--- src/rtl/memacc_fifo_if.sv ---
// Bundles the MEMACC FIFO read port and the memory write port.
// The master modport is the sequencer side; the slave modport is the FIFO and memory side.
interface memacc_fifo_if #(
  parameter int ADDR_W = 32,
  parameter int DATA_W = 32
);
  logic              fifo_rd_req_o;
  logic              fifo_rd_empty_i;
  logic              fifo_ad_sel_i;
  logic [31:0]       fifo_ad_i;
  logic [ADDR_W-1:0] mem_addr_o;
  logic [DATA_W-1:0] mem_data_o;
  logic              mem_we_o;
  logic              mem_ack_i;

  modport master (
    output fifo_rd_req_o, mem_addr_o, mem_data_o, mem_we_o,
    input  fifo_rd_empty_i, fifo_ad_sel_i, fifo_ad_i, mem_ack_i
  );

  modport slave (
    input  fifo_rd_req_o, mem_addr_o, mem_data_o, mem_we_o,
    output fifo_rd_empty_i, fifo_ad_sel_i, fifo_ad_i, mem_ack_i
  );
endinterface

--- src/rtl/memacc_fifo_sequencer.sv ---
// Drains the MEMACC host->device FIFO and turns address/data entries into memory writes.
// Data words go to the current address, which then auto-increments.
module memacc_fifo_sequencer #(
  parameter int ADDR_W  = 32,
  parameter int DATA_W  = 32,
  parameter int TIMEOUT = 255
) (
  input  logic          clk_sys_i,
  input  logic          rst_i,
  input  logic          enable_i,
  input  logic          clr_status_i,
  memacc_fifo_if.master bus_if,
  output logic          busy_o,
  output logic [15:0]   wr_count_o,
  output logic          err_noaddr_o,
  output logic          err_timeout_o
);

  localparam int WAIT_W = (TIMEOUT > 1) ? $clog2(TIMEOUT) : 1;
  localparam logic [WAIT_W-1:0] WAIT_LAST = WAIT_W'((TIMEOUT > 0) ? (TIMEOUT - 1) : 0);
  localparam bit HAS_TIMEOUT = (TIMEOUT > 0);

  typedef enum logic [1:0] {
    ST_IDLE  = 2'd0,
    ST_READ  = 2'd1,
    ST_LATCH = 2'd2,
    ST_WRITE = 2'd3
  } state_e;

  state_e            state_q, state_d;
  logic [ADDR_W-1:0] addr_q, addr_d;
  logic              addr_valid_q, addr_valid_d;
  logic [DATA_W-1:0] data_q, data_d;
  logic [WAIT_W-1:0] wait_q, wait_d;
  logic [15:0]       wr_count_q, wr_count_d;
  logic              err_noaddr_q, err_noaddr_d;
  logic              err_timeout_q, err_timeout_d;
  logic              done_s, noaddr_set_s, timeout_set_s;
  logic              unused_ad_s;

  assign unused_ad_s = ^bus_if.fifo_ad_i;

  // Next-state, datapath and status update logic
  always_comb begin
    state_d       = state_q;
    addr_d        = addr_q;
    addr_valid_d  = addr_valid_q;
    data_d        = data_q;
    wait_d        = {WAIT_W{1'b0}};
    done_s        = 1'b0;
    noaddr_set_s  = 1'b0;
    timeout_set_s = 1'b0;
    case (state_q)
      ST_IDLE: begin
        if (enable_i && !bus_if.fifo_rd_empty_i) state_d = ST_READ;
        else                                     state_d = ST_IDLE;
      end
      ST_READ: state_d = ST_LATCH;
      ST_LATCH: begin
        if (!bus_if.fifo_ad_sel_i) begin
          addr_d       = bus_if.fifo_ad_i[ADDR_W-1:0];
          addr_valid_d = 1'b1;
          state_d      = ST_IDLE;
        end else if (addr_valid_q) begin
          data_d  = bus_if.fifo_ad_i[DATA_W-1:0];
          state_d = ST_WRITE;
        end else begin
          noaddr_set_s = 1'b1;
          state_d      = ST_IDLE;
        end
      end
      ST_WRITE: begin
        // An ack in the expiry cycle still completes the write
        if (bus_if.mem_ack_i) begin
          addr_d  = addr_q + ADDR_W'(1);
          done_s  = 1'b1;
          state_d = ST_IDLE;
        end else if (HAS_TIMEOUT && (wait_q == WAIT_LAST)) begin
          timeout_set_s = 1'b1;
          state_d       = ST_IDLE;
        end else begin
          wait_d  = wait_q + WAIT_W'(1);
          state_d = ST_WRITE;
        end
      end
      default: state_d = ST_IDLE;
    endcase

    if (done_s)            wr_count_d = clr_status_i ? 16'd1 :
                                        ((wr_count_q == 16'hFFFF) ? 16'hFFFF : wr_count_q + 16'd1);
    else if (clr_status_i) wr_count_d = 16'd0;
    else                   wr_count_d = wr_count_q;

    if (noaddr_set_s)      err_noaddr_d = 1'b1;
    else if (clr_status_i) err_noaddr_d = 1'b0;
    else                   err_noaddr_d = err_noaddr_q;

    if (timeout_set_s)     err_timeout_d = 1'b1;
    else if (clr_status_i) err_timeout_d = 1'b0;
    else                   err_timeout_d = err_timeout_q;
  end

  // State and datapath registers
  always_ff @(posedge clk_sys_i) begin
    if (rst_i) begin
      state_q       <= ST_IDLE;
      addr_q        <= {ADDR_W{1'b0}};
      addr_valid_q  <= 1'b0;
      data_q        <= {DATA_W{1'b0}};
      wait_q        <= {WAIT_W{1'b0}};
      wr_count_q    <= 16'd0;
      err_noaddr_q  <= 1'b0;
      err_timeout_q <= 1'b0;
    end else begin
      state_q       <= state_d;
      addr_q        <= addr_d;
      addr_valid_q  <= addr_valid_d;
      data_q        <= data_d;
      wait_q        <= wait_d;
      wr_count_q    <= wr_count_d;
      err_noaddr_q  <= err_noaddr_d;
      err_timeout_q <= err_timeout_d;
    end
  end

  assign bus_if.fifo_rd_req_o = (state_q == ST_READ);
  assign bus_if.mem_we_o      = (state_q == ST_WRITE);
  assign bus_if.mem_addr_o    = addr_q;
  assign bus_if.mem_data_o    = data_q;
  assign busy_o               = (state_q != ST_IDLE);
  assign wr_count_o           = wr_count_q;
  assign err_noaddr_o         = err_noaddr_q;
  assign err_timeout_o        = err_timeout_q;

endmodule
--- src/flat_wrapper.sv ---
// flat-port wrapper written by rule: the top's interface ports become plain ports
module memacc_fifo_sequencer_flat 
#(
  parameter int ADDR_W  = 32,
  parameter int DATA_W  = 32,
  parameter int TIMEOUT = 255
)
  (clk_sys_i, rst_i, enable_i, clr_status_i, busy_o, wr_count_o, err_noaddr_o, err_timeout_o, bus_if_fifo_rd_req_o, bus_if_mem_addr_o, bus_if_mem_data_o, bus_if_mem_we_o, bus_if_fifo_rd_empty_i, bus_if_fifo_ad_sel_i, bus_if_fifo_ad_i, bus_if_mem_ack_i);
  memacc_fifo_if #(.ADDR_W(ADDR_W), .DATA_W(DATA_W)) bus_if_i ();
  input  logic clk_sys_i;
  input  logic rst_i;
  input  logic enable_i;
  input  logic clr_status_i;
  output logic busy_o;
  output logic [15:0] wr_count_o;
  output logic err_noaddr_o;
  output logic err_timeout_o;
  output wire logic [$bits(bus_if_i.fifo_rd_req_o)-1:0] bus_if_fifo_rd_req_o;
  output wire logic [$bits(bus_if_i.mem_addr_o)-1:0] bus_if_mem_addr_o;
  output wire logic [$bits(bus_if_i.mem_data_o)-1:0] bus_if_mem_data_o;
  output wire logic [$bits(bus_if_i.mem_we_o)-1:0] bus_if_mem_we_o;
  input wire logic [$bits(bus_if_i.fifo_rd_empty_i)-1:0] bus_if_fifo_rd_empty_i;
  input wire logic [$bits(bus_if_i.fifo_ad_sel_i)-1:0] bus_if_fifo_ad_sel_i;
  input wire logic [$bits(bus_if_i.fifo_ad_i)-1:0] bus_if_fifo_ad_i;
  input wire logic [$bits(bus_if_i.mem_ack_i)-1:0] bus_if_mem_ack_i;
  assign bus_if_fifo_rd_req_o = bus_if_i.fifo_rd_req_o;
  assign bus_if_mem_addr_o = bus_if_i.mem_addr_o;
  assign bus_if_mem_data_o = bus_if_i.mem_data_o;
  assign bus_if_mem_we_o = bus_if_i.mem_we_o;
  assign bus_if_i.fifo_rd_empty_i = bus_if_fifo_rd_empty_i;
  assign bus_if_i.fifo_ad_sel_i = bus_if_fifo_ad_sel_i;
  assign bus_if_i.fifo_ad_i = bus_if_fifo_ad_i;
  assign bus_if_i.mem_ack_i = bus_if_mem_ack_i;
  memacc_fifo_sequencer #(.ADDR_W(ADDR_W), .DATA_W(DATA_W), .TIMEOUT(TIMEOUT)) u_core (.clk_sys_i(clk_sys_i), .rst_i(rst_i), .enable_i(enable_i), .clr_status_i(clr_status_i), .bus_if(bus_if_i), .busy_o(busy_o), .wr_count_o(wr_count_o), .err_noaddr_o(err_noaddr_o), .err_timeout_o(err_timeout_o));
endmodule
--- config.mk ---
export PLATFORM = sky130hd
export DESIGN_NAME = memacc_fifo_sequencer_flat
export DESIGN_NICKNAME = d
export VERILOG_FILES = /design/src/rtl/memacc_fifo_if.sv /design/src/rtl/memacc_fifo_sequencer.sv /design/src/flat_wrapper.sv
export SDC_FILE = /design/constraint.sdc
export NUM_CORES = 1
export LEC_CHECK = 0
export ABC_CLOCK_PERIOD_IN_PS = 2200
export CORE_ASPECT_RATIO = 0.75
export CORE_MARGIN = 3
export CORE_UTILIZATION = 48
export CTS_BUF_LIST = sky130_fd_sc_hd__clkbuf_16
export CTS_CLUSTER_DIAMETER = 200
export DETAILED_ROUTE_END_ITERATION = 10
export PLACE_DENSITY_LB_ADDON = 0.05
export SLEW_MARGIN = 20
export SYNTH_ARGS = -nofsm -noshare
export SYNTH_HDL_FRONTEND = slang
export SYNTH_SLANG_ARGS = --single-unit
--- constraint.sdc ---
create_clock -name clk_sys_i -period 2.2 [get_ports clk_sys_i]
set_input_delay 0.22 -clock clk_sys_i [delete_from_list [all_inputs] [get_ports clk_sys_i]]
set_output_delay 0.22 -clock clk_sys_i [all_outputs]
set_load 0.02 [all_outputs]
==> impl.org <==
** Clock tree
- Buffers from clock root to sink, at most :: 2
- Number of sinks on the clock net :: 93
- TritonCTS built the clock tree.
- In this run the post-CTS setup repair buffer count came out at 0.
- Number of buffers created by CTS :: 9
- H-tree level count :: 3
- Clock latency reported for the late side of the worst-skew pair :: 0.34 ns
- Clock root buffer master :: sky130_fd_sc_hd__clkbuf_16
- Clk slew on worst S/H paths :: roughly 0.060 ns

** Global routing
- Entering global routing, the biggest net connects 49 pins.
- In this run the most used layer during global routing was met2.
- The number of global-route vias before repair came to 4264.
- The initial antenna violation count came to 0.
- GR Overflow Total :: 0
- For met3 alone, demand over resource in global routing was 6.63%.
- For this run, global-route usage on met2 was measured as 40.3%.
- In the global route stage, met1 resource usage came out at 35.5%.
- In the global route stage, overall resource usage came out at 25.5%.
- Wire length of the first global-routing pass :: approximately 21000 um

** Floorplan
- Once the floorplan was initialized, standard cells occupied 50.9% of the core.
- Height of the die :: 89.2 um
- The region available for standard cell placement spans 8710 um^2.
- During I/O placement, the number of pins put on the boundary was ~120.
- The floorplan has 29 rows.
- Die outline area :: 10400 um^2
- From left edge to right edge, the die measures roughly 120 um.

** Routing
- Number of remaining DRC errors :: 0
- Routed wire length per instance :: roughly 17 um
- Total via count in the routed design :: 4765
- The first TritonRoute pass finished after 5 iterations.
- After the first detailed-routing iteration, the DRC count stood at 500.
- Once detail routing completed, the nets flagged for antenna violations numbered 0.
- After detailed routing, the total wire length is 13300 um.
- Mean number of vias per cell :: 5.95

** Synthesis
- The synthesized netlist occupies a cell area of 4430 um^2.
- Post-Syn Area per Cell :: 7.83 um^2
- After synthesis, flip-flops and latches occupy 42.0% of the total area.
- Post-synth ARST share :: 0%
- In this run, synthesis inferred 0 flip-flops with an integrated enable.
- Among all flip-flop cells after synthesis, the most frequent one is sky130_fd_sc_hd__dfxtp_1.
- Synth Net Count :: 609
- Flops & latches, synth :: just over 90
- Yosys mapped the design onto 59 distinct sky130hd cell types.
- For this run, the number of Yosys warnings is 0.
- Synthesis handed over a netlist of 566 instances.

** Timing
- Pin slew with the least headroom to its limit :: 0.510 ns
- Setup violations remaining at the end of the flow were counted as 0.
- Static timing analysis puts the maximum clock frequency at slightly below 500 MHz.
- Total negative setup slack :: 0 ns
- Worst Skew :: 0.00742 ns
- Unrepaired setup endpoints after global routing :: no
- The number of slew-limit violations in the final report came to 0.
- Worst slew margin relative to its limit :: around 66%
- The final critical path takes up 93.5% of the cycle.
- The number of hold-slack violations in the final timing report came to 0.
- The clock period could shrink to 2.06 ns.

** Worst setup path
- In this run the worst path has a maximum fanout of 11.
- Worst path arrival time :: 1.84 ns
- Tracing the worst setup path back leads to its startpoint at u_core.state_q[0].
- The critical path is of the reg -> out type.
- STA classifies the critical path startpoint as a flop.
- In this run the critical register-to-register path is launched from u_core.wr_count_o[0].
- Critical path capture point type :: output pin
- Endpoint required time on the critical path :: 1.98 ns

** Power
- Power density relative to cell area :: around 540 nW/um^2
- Worst-case vdd ir drop :: 389 uV
- The analysis attributes to cell leakage a power of 2.18 nW.

** Final layout
- Number of antenna cells inserted :: 0
- Fillcell total :: 750
- Syn-to-layout area delta :: 37.8%
- Final #Nets :: 731
- The post-route netlist has 7.79% of its cells at a drive strength greater than 1.
- With fillers left out, the area of the finished cells amounts to 6100 um^2.

** Place
- Port buffering added 123 buffers.
- Routability cong. :: a little over 0.9
- Summing all placed instances gives a cell area of about 5800 um^2.
- After legalization and detailed placement, the total HPWL measured just under 10000 um.

** Status
- The flow ran to the end, and the final reports show no timing, DRC or antenna violations.

** Worst hold path
- Hold wc startpoint :: rst_i
- In this run the worst hold path is classified as in -> reg.

** Flow run
- Max Cap Viol :: 0
synth_stat cells, types with 6 or more instances:
library cell	instances	area, um^2
sky130_fd_sc_hd__nand2_1	95	357
sky130_fd_sc_hd__dfxtp_1	93	1860
sky130_fd_sc_hd__a21oi_1	66	330
sky130_fd_sc_hd__nor2_1	55	206
sky130_fd_sc_hd__o21ai_0	29	145
sky130_fd_sc_hd__nand3_1	28	140
sky130_fd_sc_hd__clkbuf_1	27	101
sky130_fd_sc_hd__nand4_1	20	125
sky130_fd_sc_hd__and3_1	16	100
sky130_fd_sc_hd__a31oi_1	12	75.1
sky130_fd_sc_hd__a311oi_1	8	70.1
sky130_fd_sc_hd__and2_1	6	37.5
sky130_fd_sc_hd__and4_1	6	52.6
sky130_fd_sc_hd__inv_1	6	22.5
sky130_fd_sc_hd__mux2i_1	6	60.1
sky130_fd_sc_hd__nor3_1	6	30.0
cell type report:
| type | count | area, um^2 | area share (%) |
|---|---|---|---|
| Tap cell | 108 | 135 | 2.21 |
| Clock buffer | 9 | 225 | 3.69 |
| Timing Repair Buffer | 146 | 1400 | 22.9 |
| Multi-Input combinational cell | 432 | 2420 | 39.6 |
| Sequential cell | 93 | 1860 | 30.5 |
| Clock inverter | 7 | 35.0 | 0.574 |
| Inverter | 6 | 26.3 | 0.430 |
routing by layer:
metal	up-vias	share of wire [%]
met2	217	46
li1	2289	-
met1	2240	45
met3	19	8.4
met4	0	1.0
met5	-	0
worst max-delay path: stages, from the launching register on:
cell,delay (ns)
sky130_fd_sc_hd__dfxtp_1,0.48
sky130_fd_sc_hd__nand2_1,0.16
sky130_fd_sc_hd__clkinvlp_4,0.21
sky130_fd_sc_hd__clkdlybuf4s50_1,0.65
where the power goes:
group	internal (mW)	switching (mW)
registers	1.70	0.0193
logic	0.118	0.113
clock network	0.749	0.625
worst paths after layout:
kind,end,slack (ns),cells past startpoint
setup / recovery,bus_if_mem_we_o,0.14,3
hold / removal,u_core.bus_if.mem_addr_o[4],0.34,2
setup reg to reg,u_core.wr_count_o[13],0.19,6
hold reg to reg,u_core.bus_if.mem_data_o[24],0.45,2
flip-flops by register name, indices dropped and copies added (netlist names):
| name | cells |
|---|---|
| u_core.addr_valid_q | 1 |
| u_core.bus_if.mem_addr_o | 32 |
| u_core.bus_if.mem_data_o | 32 |
| u_core.err_noaddr_o | 1 |
| u_core.err_timeout_o | 1 |
| u_core.state_q | 2 |
| u_core.wait_q | 8 |
| u_core.wr_count_o | 16 |
kinds of logic after synthesis:
logic type	count (synthesis)	synth area share [%]
AND/OR/NAND/NOR	259	28.9
AO/OA/AOI/OAI	156	21.5
flip-flops	93	42.0
buffers and inverters	41	3.61
multiplexers	7	1.61
XOR/XNOR	6	1.19
adder cells (fa/ha/maj)	4	1.13
through the flow:
stage / cells / hold WS [ns] / total power, mW / utilization, % / worst slack (ns)
floorplan: 566 / 0.356 / 1.84 / - / 0.224
global placement: 785 / 0.443 / 1.98 / 66.9 / 0.265
CTS: 801 / 0.333 / 3.35 / 69.9 / 0.0488
global route: 801 / 0.363 / 3.44 / 70.1 / 0.00637
detailed placement: 785 / 0.447 / 1.98 / 66.9 / 0.185
finish: 801 / 0.336 / 3.32 / 70.1 / 0.144
cells in the final DEF, fill, tap and decap left out, types with 2 or more instances in the layout:
| cell type | count |
|---|---|
| sky130_fd_sc_hd__nor3_1 | 6 |
| sky130_fd_sc_hd__clkbuf_16 | 9 |
| sky130_fd_sc_hd__mux2i_1 | 6 |
| sky130_fd_sc_hd__dfxtp_2 | 2 |
| sky130_fd_sc_hd__nor2_1 | 55 |
| sky130_fd_sc_hd__and4_1 | 6 |
| sky130_fd_sc_hd__o21ai_0 | 29 |
| sky130_fd_sc_hd__or3_1 | 2 |
| sky130_fd_sc_hd__a21oi_1 | 66 |
| sky130_fd_sc_hd__a211o_1 | 3 |
| sky130_fd_sc_hd__a311oi_1 | 8 |
| sky130_fd_sc_hd__a221oi_1 | 2 |
| sky130_fd_sc_hd__nand3_2 | 2 |
| sky130_fd_sc_hd__and3_1 | 16 |
| sky130_fd_sc_hd__o41ai_1 | 2 |
| sky130_fd_sc_hd__and2_1 | 6 |
| sky130_fd_sc_hd__nand2b_1 | 5 |
| sky130_fd_sc_hd__dfxtp_1 | 91 |
| sky130_fd_sc_hd__nand2_1 | 95 |
| sky130_fd_sc_hd__clkdlybuf4s50_1 | 122 |
| sky130_fd_sc_hd__a21o_1 | 3 |
| sky130_fd_sc_hd__o22ai_1 | 4 |
| sky130_fd_sc_hd__nor4_1 | 2 |
| sky130_fd_sc_hd__a22oi_1 | 3 |
| sky130_fd_sc_hd__a41o_1 | 2 |
| sky130_fd_sc_hd__inv_1 | 7 |
| sky130_fd_sc_hd__nand4_1 | 20 |
| sky130_fd_sc_hd__clkinv_2 | 3 |
| sky130_fd_sc_hd__o21a_1 | 4 |
| sky130_fd_sc_hd__buf_4 | 23 |
| sky130_fd_sc_hd__o211ai_1 | 3 |
| sky130_fd_sc_hd__or2_2 | 2 |
| sky130_fd_sc_hd__nor4_4 | 2 |
| sky130_fd_sc_hd__a211oi_1 | 5 |
| sky130_fd_sc_hd__xor2_1 | 5 |
| sky130_fd_sc_hd__nand3_1 | 27 |
| sky130_fd_sc_hd__ha_1 | 4 |
| sky130_fd_sc_hd__nor2b_1 | 3 |
| sky130_fd_sc_hd__a31oi_1 | 12 |
timing repair:
| action | in CTS | in global routing |
|---|---|---|
| hold buffers | 0 | 0 |
| resized for setup | 0 | 5 |
| setup endpoints to repair | 0 | 6 |
No activity file was read; power rests on OpenSTA's default activity.
